==> config.mk <==
export PLATFORM = sky130hd
export DESIGN_NAME = seq_multiplier
export DESIGN_NICKNAME = d
export VERILOG_FILES = /design/src/rtl/seq_multiplier.sv
export SDC_FILE = /design/constraint.sdc
export NUM_CORES = 1
export LEC_CHECK = 0
export ABC_AREA = 1
export CAP_MARGIN = 20
export CORE_ASPECT_RATIO = 0.8
export CORE_UTILIZATION = 65
export CTS_BUF_LIST = sky130_fd_sc_hd__clkbuf_4
export DETAILED_ROUTE_END_ITERATION = 10
export DONT_BUFFER_PORTS = 1
export GPL_TIMING_DRIVEN = 0
export PLACE_DENSITY = 0.8
export SETUP_SLACK_MARGIN = 0.5
export SLEW_MARGIN = 20
export SYNTH_ARGS = -nofsm -noshare
export SYNTH_HDL_FRONTEND = slang
export SYNTH_SLANG_ARGS = --single-unit
==> constraint.sdc <==
create_clock -name Clk -period 3.65 [get_ports Clk]
set_input_delay 0.5475 -clock Clk [delete_from_list [all_inputs] [get_ports Clk]]
set_output_delay 0.5475 -clock Clk [all_outputs]
set_load 0.005 [all_outputs]
==> src/rtl/seq_multiplier.sv <==
// Iterative shift-add multiplier: retires BITS_PER_CYCLE multiplier bits per cycle,
// with run-time signed/unsigned operands and a fixed N+1 cycle latency.
module seq_multiplier #(
    parameter int DATA_WIDTH     = 16,
    parameter int BITS_PER_CYCLE = 1
) (
    input  logic                      Clk,
    input  logic                      nReset,
    input  logic [DATA_WIDTH-1:0]     InputA,
    input  logic [DATA_WIDTH-1:0]     InputB,
    input  logic                      Signed,
    input  logic                      Start,
    output logic [2*DATA_WIDTH-1:0]   Product,
    output logic                      Ready,
    output logic                      Done
);

    localparam int N  = DATA_WIDTH / BITS_PER_CYCLE;
    localparam int CW = $clog2(N + 1);
    localparam logic [CW-1:0] LAST = CW'(N - 1);

    typedef enum logic [1:0] {IDLE, CALC, SIGN} state_t;

    state_t                    state, state_next;
    logic [DATA_WIDTH-1:0]     mcand, mplier;
    logic [DATA_WIDTH-1:0]     mag_a, mag_b;
    logic [2*DATA_WIDTH-1:0]   acc, partial;
    logic [CW-1:0]             cnt;
    logic                      neg;

    // Negating -2^(W-1) wraps to itself, which is its correct unsigned magnitude.
    always_comb begin
        mag_a = (Signed && InputA[DATA_WIDTH-1]) ? -InputA : InputA;
        mag_b = (Signed && InputB[DATA_WIDTH-1]) ? -InputB : InputB;
        partial = ({{(2*DATA_WIDTH-BITS_PER_CYCLE){1'b0}}, mplier[BITS_PER_CYCLE-1:0]}
                   * {{DATA_WIDTH{1'b0}}, mcand}) << (cnt * BITS_PER_CYCLE);
    end

    assign Ready = (state == IDLE);

    always_ff @(posedge Clk or negedge nReset) begin
        if (!nReset) state <= IDLE;
        else         state <= state_next;
    end

    always_comb begin
        state_next = state;
        case (state)
            IDLE:    if (Start) state_next = CALC;
            CALC:    if (cnt == LAST) state_next = SIGN;
            SIGN:    state_next = IDLE;
            default: state_next = IDLE;
        endcase
    end

    always_ff @(posedge Clk or negedge nReset) begin
        if (!nReset) begin
            mcand   <= '0;
            mplier  <= '0;
            acc     <= '0;
            cnt     <= '0;
            neg     <= 1'b0;
            Product <= '0;
            Done    <= 1'b0;
        end else begin
            Done <= 1'b0;
            case (state)
                IDLE: begin
                    if (Start) begin
                        mcand  <= mag_a;
                        mplier <= mag_b;
                        neg    <= Signed & (InputA[DATA_WIDTH-1] ^ InputB[DATA_WIDTH-1]);
                        acc    <= '0;
                        cnt    <= '0;
                    end
                end
                CALC: begin
                    acc    <= acc + partial;
                    mplier <= mplier >> BITS_PER_CYCLE;
                    cnt    <= cnt + CW'(1);
                end
                SIGN: begin
                    Product <= neg ? -acc : acc;
                    Done    <= 1'b1;
                end
                default: ;
            endcase
        end
    end

endmodule

After elaboration in Yosys (flattened, before gate mapping)

Cells that the tools add are included.
Widths: inputs -> output; s select.

Multiply operators: 1
Shifts and indexed selects: 1
Muxes and demuxes: 13
Bitwise gates (word level): 2
Eq/ne operators: 5
$add $sub $neg: 5
Reductions and logical operators: 7

Operators by type and width:

| operator            | number |
|---|---|
| $mux 32             | 2 |
| $pmux 32 s2         | 1 |
| $mux 16             | 3 |
| $add 32x32->32      | 1 |
| $neg 16->16         | 2 |
| $neg 32->32         | 1 |
| $pmux 16 s2         | 1 |
| $shl 17x5->32       | 1 |
| $mul 1x16->17       | 1 |
| $pmux 5 s2          | 1 |
| $reduce_and 2->1    | 3 |
| $add 5x1->5 const B | 1 |
| $eq 5x4->1 const B  | 1 |
| $mux 5              | 1 |
| $mux 2              | 2 |
| $ne 2x2->1 const B  | 2 |
| $pmux 2 s2          | 1 |
| $eq 2x1->1 const B  | 1 |
| $eq 2x2->1 const B  | 1 |
| $logic_and 1x1->1   | 2 |
| $logic_not 2->1     | 1 |
| $reduce_bool 2->1   | 1 |
| $and 1x1->1         | 1 |
| $mux 1              | 1 |
| $xor 1x1->1         | 1 |

Output and inout bits: 34
Register bits: 105
Input port bits: 36

Logic depth before layout (Yosys ltp)

Gate-level depths: netlist of run 1.

Depth in word-level cells: 4
Mapped depth: 24
Gate-level depth less buffers: 23

Worst setup path before layout of run 1

Ideal clock, no wire load.

Path kind: register to register
Start: register cnt[2]
End: register acc[28]
Stages on the path, launching flop included: 19
Buffers on the path: 2
Arrival: 2.603 ns
Slack: 0.925 ns
Cells stage by stage: dfrtp_1 buf_2 inv_1 buf_1 nand4_1 nor2_1 ha_1 inv_1 fa_1 inv_1 nand2_1 o21ai_4 nand3_2 nand2_2 nand2_1 nand2_2 nand2_1 a21oi_1 o21ai_1

Cells in the longest elaborated chain, start to end: 3

RTL lines:

| element                | line | text |
|---|---|---|
| start, declared        | 28   | `logic [CW-1:0] cnt;` |
| start signal, assigned | 80   | `cnt <= cnt + CW'(1);` |
| $shl 17x5->32          | 35   | `partial = ({{(2*DATA_WIDTH-BITS_PER_CYCLE){1'b0}}, mplier[BITS_PER_CYCLE-1:0]}` |
| $add 32x32->32         | 78   | `acc <= acc + partial;` |
| $pmux 32 s2            | 67   | `case (state)` |
| end signal, assigned   | 78   |  |
| end, declared          | 27   | `logic [2*DATA_WIDTH-1:0] acc, partial;` |

No other way between the ends.
A chain may end at the register's enable or synchronous reset.

Worst setup path after layout of run 1

Start: register cnt[0]
End: register acc[18]

Same word-level chain as after synthesis.

==> metrics.md, run 1 <==
| Metric | Value |
|---|---|
| DIE WIDTH | `about 130 µm` |
| DR vias | `approximately 9.5k` |
| DP Wirelength | `about 21 mm` |
| Fin nets | `1446` |
| Max incr delay on CP | `about 0.5 ns` |
| Core Util, Final | `between 70% and 80%` |
| Fin. Hold Viols | `0` |
| Largest net degree at the start of global routing | `approximately 110` |
| Core area | `0.0129 mm²` |
| Fraction of layout cells with a size suffix above 1 | `approximately 17%` |
| Layout area overhead | `14.6%` |
| Dpl cell area | `~0.0088 mm²` |
| Commonest cells post-synth | `404 x nand2_1, 145 x nor2_1, 115 x nand3_1, 114 x inv_1, 105 x dfrtp_1` |
| Grt total ovfl | `0` |
| Synth top area share | `a little under a third` |
| Drt initial violations | `1193` |
| WHS Endpoint | `mcand[0]` |
| RSZ-0062 raised after global routing | `yes` |
| Most frequent CP cell | `nor2_2` |
| Pre-antenna DRT Iters | `9` |
| CTS Sinks | `105` |
| Final setup viols | `0` |
| Asr flop ratio synth | `100%` |
| Rows | `37` |
| R2R setup slack | `roughly 0.42 ns` |
| Cells after synthesis | `~1.3k` |
| Final WL | `28.0 mm` |
| I/O Buffers | `0` |
| Reg2Reg Capture Point | `acc[18]` |
| Largest cells by area after synthesis | `dfrtp_1 31%, nand2_1 18%, nand3_1 6.7%` |
| Worst-path maximum fanout | `6` |
| First-pass GRT wire length | `about 42 mm` |
| Clock latency on the worst-skew pair | `between 0.5 and 0.6 ns` |
| Io pins | `70` |
| Period minus WS final | `3.23 ns` |
| Synth Cell Area | `0.00861 mm²` |
| Avg Vias per Cell | `a little over 6` |
| Die Ht | `roughly 100 µm` |
| WP data arrival | `between 3 and 4 ns` |
| Design area | `just under 0.01 mm²` |
| Seq/Total Area, Yosys | `a little under a third` |
| Crit end category | `flip-flop` |
| Root Driver | `clkbuf_4` |
| Starting Density | `66.9%` |
| Worst min path class | `in -> reg` |
| Mapped Nets | `approximately 1.4k` |
| CTS max path bufs | `2` |
| Worst slew pin tran | `~0.84 ns` |
| Post-synth cell types | `51` |
| Placer congestion estimate | `around 1.1` |
| Setup TNS | `0 ns` |
| Top cell type by total area after synthesis | `dfrtp_1` |
| Post-route DRC | `0` |
| Most numerous cell in the Yosys netlist | `nand2_1` |
| Hold_sp | `InputA[0]` |
| Slew Viols, Final | `0` |
| GRT Resource Usage Total | `between 40% and 50%` |
| Status | `finished clean` |
| Clk_skew | `between 0.02 and 0.03 ns` |
| Wirelength per Cell | `around 18 µm` |
| Initial antenna violation count | `0` |
| Max cap viols | `0` |
| Final period utilization | `between 80% and 90%` |
| Max-Slew Margin vs Limit | `between 40% and 50%` |
| Synthesized area per cell | `approximately 6.5 µm²` |
| Clk slew on worst S/H paths | `between 0.15 and 0.2 ns` |
| Max stage delay cell, worst path | `dfrtp_2` |
| Remaining antenna violation count after routing | `0` |
| Number of flops mapped to enable cells by yosys | `0` |
| Num CTS Buffers | `9` |
| Cell chain of the critical path | `inv_4 > buf_4 > nand2_1 > nand2_1 > nor2_2 > a31oi_4 > o21ai_2 > nor2_2 > a211oi_4 > ha_1 > nand2_2 > nor2_2 > nand2_2 > inv_2 > nand4_1 > nand3_1 > or2_2 > nand3_1 > o21ai_0` |
| Startpoint Class | `flip-flop` |
| Syn. warnings | `0` |
| CTS tree | `built` |
| Hold path depth | `2` |
| Crit Path Class | `reg -> reg` |
| Ys flop type | `dfrtp_1` |
| #FFs+latches synth | `about 110` |
| R2R depth | `19` |
| WP data required | `about 4 ns` |
| Die area | `0.0137 mm²` |
| Worst R2R Start | `cnt[0]` |
| Number of global-route vias before repair | `approximately 8.4k` |
| H-tree levels | `3` |
| Maximum clock rate | `0.310 GHz` |
| ANT cells | `0` |
-- layout make-up --
type	instances	area, µm²
Clock buffer	9	67.6
Multi-Input combinational cell	1055	5870
Timing Repair Buffer	31	259
Clock inverter	7	77.6
Inverter	122	468
Tap cell	175	219
Buffer	48	283
Sequential cell	105	2630
Fill cell	1046	3000
-- routing by layer --
layer | global-route usage (%) | vias up | share of wire (%)
li1 | - | 4491 | -
met1 | 60.0 | 4408 | 44
met2 | 56.1 | 559 | 41
met3 | 12.6 | 74 | 12
met4 | 9.28 | 0 | 2.4
met5 | 0 | - | 0
-- what timing repair did --
item | CTS | global route
setup endpoints to repair | 19 | 23
pin swaps | 8 | 45
hold buffers | 2 | 0
resized for setup | 38 | 161
hold endpoints to repair | 105 | 0
setup buffers | 7 | 21
gates cloned | 0 | 1
-- per-stage QoR --
stage	hold slack, ns	instances	setup slack, ns
after floorplan	0.252	1330	0.925
after global placement	0.254	1505	0.238
after detailed placement	0.254	1505	0.202
after CTS	0.202	1530	0.498
after global routing	0.214	1552	0.355
final	0.190	1552	0.419
-- how the worst max path moves through the flow --
stage / from / to / cells past startpoint
after floorplan: cnt[2] / acc[28] / 18
after CTS: mplier[0] / acc[31] / 18
after detailed placement: cnt[2] / acc[22] / 18
after global placement: cnt[0] / acc[22] / 17
after global routing: cnt[0] / acc[18] / 19
final: cnt[0] / acc[18] / 19
-- cells by family after synthesis --
logic type	synth area share [%]
and+or+nand+nor	35.4
xor gates and xnor gates	3.56
AOI/OAI and AO/OA	17.0
DFF	30.5
buffers and inverters	7.95
adders and majority gates	5.61
-- registers in the layout, indices dropped and copies added, names as in the netlist --
signal and flops:
Done 1, Product 32, acc 32, cnt 5, mcand 16, mplier 16, neg 1, state 2
-- cells in the final DEF (no fill, tap or decap), types with 4 or more instances in the layout --
cell type  instances
o22ai_1           11
nand3_1          112
a21oi_1           38
a22oi_1           13
clkinv_1           4
dfrtp_1          103
nor2_1           120
nor2_4             9
clkbuf_2           4
o21ai_0           81
ha_1              28
nor3_2             9
o211ai_1           6
nand2_2           27
xor2_1            29
nand2_1          381
nor2_2            23
a21oi_2           25
inv_1            108
buf_2             12
o21ai_2           22
o21ai_1           29
nand3b_1           6
buf_4             29
o21a_1             5
a31oi_1            7
clkbuf_1          20
nor3_1            13
inv_2             10
ha_4               7
nand4_1            8
buf_8              4
buf_6              5
xnor2_1            6
clkbuf_4          10
-- worst max-delay path: cells and delay by family (launching register included) --
| family | cells | cell delay, ns |
|---|---|---|
| buffers and inverters | 3 | 0.28 |
| flip-flops | 1 | 0.51 |
| AO/OA/AOI/OAI | 4 | 0.67 |
| AND/OR/NAND/NOR | 11 | 1.29 |
| adder cells (fa/ha/maj) | 1 | 0.33 |
Power of run 1 is left out: the tool's default activity adds up to more than one toggle a clock period on the data nets, which glitch-free logic cannot reach.
==> run 2, diff against run 1 <==
GPL_ROUTABILITY_DRIVEN = 0   (was default)
PLACE_DENSITY = 0.81   (was 0.8)
==> run 2 against run 1 <==
Against the previous run: clock-buffer cell count is the same; via count increased by 2.1%; clock skew decreased by 0.0064 ns; highest routed layer is now met5; sequential share of layout area is 0.54 points lower; maximum frequency is 0.59% lower; wire length increased by 1.1%; die area did not move; utilization grew 1.6 points; global-route usage is 1.1 points lower; final cell count stayed put; largest cell class unchanged; final area is 2.1% higher; first-iteration DRC count rose by 35%.
==> metrics.md, run 2 (same netlist as run 1, synthesis figures left out) <==
| Metric | Value |
|---|---|
| Status | `finished clean` |
| Met3 usage in global routing | `11.7% (-0.97 points)` |
| Worst R2R Start | `cnt[0]` |
| Crit Path Class | `reg -> reg` |
| Num CTS Buffers | `9 (unchanged)` |
| Reg2Reg Capture Point | `acc[17]` |
| Commonest non-fill, non-tap cells in the layout | `366 x nand2_1, 112 x nor2_1, 109 x inv_1, 108 x nand3_1, 103 x dfrtp_1` |
| Rows | `37 (unchanged)` |
| Avg Vias per Cell | `6.27 (+2.1%)` |
| ANT cells | `0 (unchanged)` |
| Worst setup endpoint | `acc[17]` |
| Max cap viols | `0 (unchanged)` |
| Die Ht | `105 µm (unchanged)` |
| Maximum clock rate | `0.308 GHz (-0.59%)` |
| I/O Buffers | `0 (unchanged)` |
| CTS Sinks | `105 (unchanged)` |
| Grt peak-use layer | `met1` |
| DIE WIDTH | `131 µm (unchanged)` |
| Clk slew on worst S/H paths | `0.19 ns (about the same)` |
| Fin. Hold Viols | `0 (unchanged)` |
| Hold_sp | `InputA[0]` |
| WP data required | `4.01 ns (about the same)` |
| Pre-antenna DRT Iters | `11 (+2)` |
| Io pins | `70 (unchanged)` |
| Worst slew pin tran | `0.892 ns (+0.0477 ns)` |
| Core area | `0.0129 mm² (unchanged)` |
| Wirelength per Cell | `18.2 µm (+1.1%)` |
| Final period utilization | `89.0% (+0.52 points)` |
| DR vias | `9728 (+2.1%)` |
| RSZ-0062 raised after global routing | `yes` |
| Die area | `0.0137 mm² (unchanged)` |
| Fin nets | `1446 (unchanged)` |
| CTS tree | `built` |
| H-tree levels | `3 (unchanged)` |
| R2R depth | `16 (-3)` |
| Crit end category | `flip-flop` |
| Commonest non-fill, non-tap cell in the layout | `nand2_1` |
| R2R setup slack | `0.40 ns (-0.02 ns)` |
| Met1 GRT Util | `59.2% (-0.81 points)` |
| Grt total ovfl | `0 (unchanged)` |
| Largest net degree at the start of global routing | `106 (unchanged)` |
| Number of fill cells | `969 (-7.4%)` |
| Regs by FF count | `Product: 32 flops, acc: 32 flops` |
| Number of global-route vias before repair | `8346 (-0.73%)` |
| Starting Density | `66.9% (unchanged)` |
| Root Driver | `clkbuf_4` |
| GRT Resource Usage Total | `39.1% (-1.1 points)` |
| Post-route DRC | `0 (unchanged)` |
| Period minus WS final | `3.25 ns (+0.0191 ns)` |
| CTS max path bufs | `2 (unchanged)` |
| Final setup viols | `0 (unchanged)` |
| Startpoint Class | `flip-flop` |
| First-pass GRT wire length | `41.4 mm (-2.0%)` |
| Drt initial violations | `1612 (+35%)` |
| Layout area overhead | `17.0%` |
| Worst-path maximum fanout | `6 (unchanged)` |
| Global routing usage on met2 | `54.5% (-1.6 points)` |
| Remaining antenna violation count after routing | `0 (unchanged)` |
| Final WL | `28.3 mm (+1.1%)` |
| Worst setup startpoint | `cnt[0]` |
| Worst min path class | `in -> reg` |
| WP data arrival | `3.61 ns (about the same)` |
| Clock latency on the worst-skew pair | `0.51 ns (about the same)` |
| Setup TNS | `0 ns (unchanged)` |
| Initial antenna violation count | `0 (unchanged)` |
| DP Wirelength | `19.9 mm (-4.0%)` |
| Max-Slew Margin vs Limit | `40.3% (-3.2 points)` |
| Clk_skew | `0.0229 ns (-0.00639 ns)` |
| Slew Viols, Final | `0 (unchanged)` |
| Fraction of layout cells with a size suffix above 1 | `19.8% (+2.8 points)` |
[run 2: cell count changes in the layout (fill, tap and decap cells not counted), moves of 3 or more]
cell	change
nor2_2	+5
nand2_2	+14
nor2_1	-8
ha_4	+6
inv_8	-3
o21ai_1	-3
nor2_4	+3
nand3_1	-4
buf_8	-3
nand3_2	+5
nand2_1	-15
ha_1	-8
[run 2: metrics by stage]
step	instances	area, µm²	hold slack [ns]	setup slack, ns	utilization [%]
after floorplan	1330	8610	0.252	0.925	-
after global placement	1505	8830	0.254	0.138	68.6
after detailed placement	1505	8830	0.254	0.186	68.6
after CTS	1530	9120	0.215	0.476	70.8
after global routing	1552	10100	0.211	0.331	78.3
final	1552	10100	0.188	0.400	78.3
[run 2: layout make-up]
cell class,instances,area [µm²],area share (%)
Multi-Input combinational cell,1055,6080,60.3
Sequential cell,105,2630,26.1
Inverter,122,465,4.62
Timing Repair Buffer,31,273,2.71
Buffer,48,270,2.68
Tap cell,175,219,2.17
Clock inverter,7,68.8,0.683
Clock buffer,9,67.6,0.671
[run 2: how the worst min path moves through the flow]
stage                           to  cells past startpoint
after global routing      mcand[7]                      2
final                     mcand[0]                      2
after CTS                 mcand[0]                      2
after floorplan               Done                      0
after global placement    mcand[4]                      0
after detailed placement  mcand[4]                      0
[run 2: critical path, cell delays in order (launching register included)]
cell and delay (ns):
dfrtp_2 0.52, buf_4 0.19, nand2_1 0.14, nand3_1 0.09, nand3_1 0.14, nand3_1 0.15
a21oi_1 0.30, ha_1 0.37, nand2_2 0.21, nor2_4 0.09, nand2_2 0.13, inv_1 0.07
nand4_1 0.10, nand3_2 0.13, or2_2 0.31, nand3_1 0.07, o21ai_0 0.10
[run 2: what timing repair did]
action	in CTS	in global routing
pin swaps	5	61
resized for setup	23	221
setup endpoints to repair	17	24
endpoints found under the hold margin	105	0
cloned	0	3
setup buffers	7	19
hold buffers	2	0
[run 2: layer usage]
metal	part of all wire [%]	up-vias
met4	4.1	2
met5	0.039	-
met3	14	141
met2	40	659
li1	-	4486
met1	42	4440
Power of run 2 is left out for the same reason.
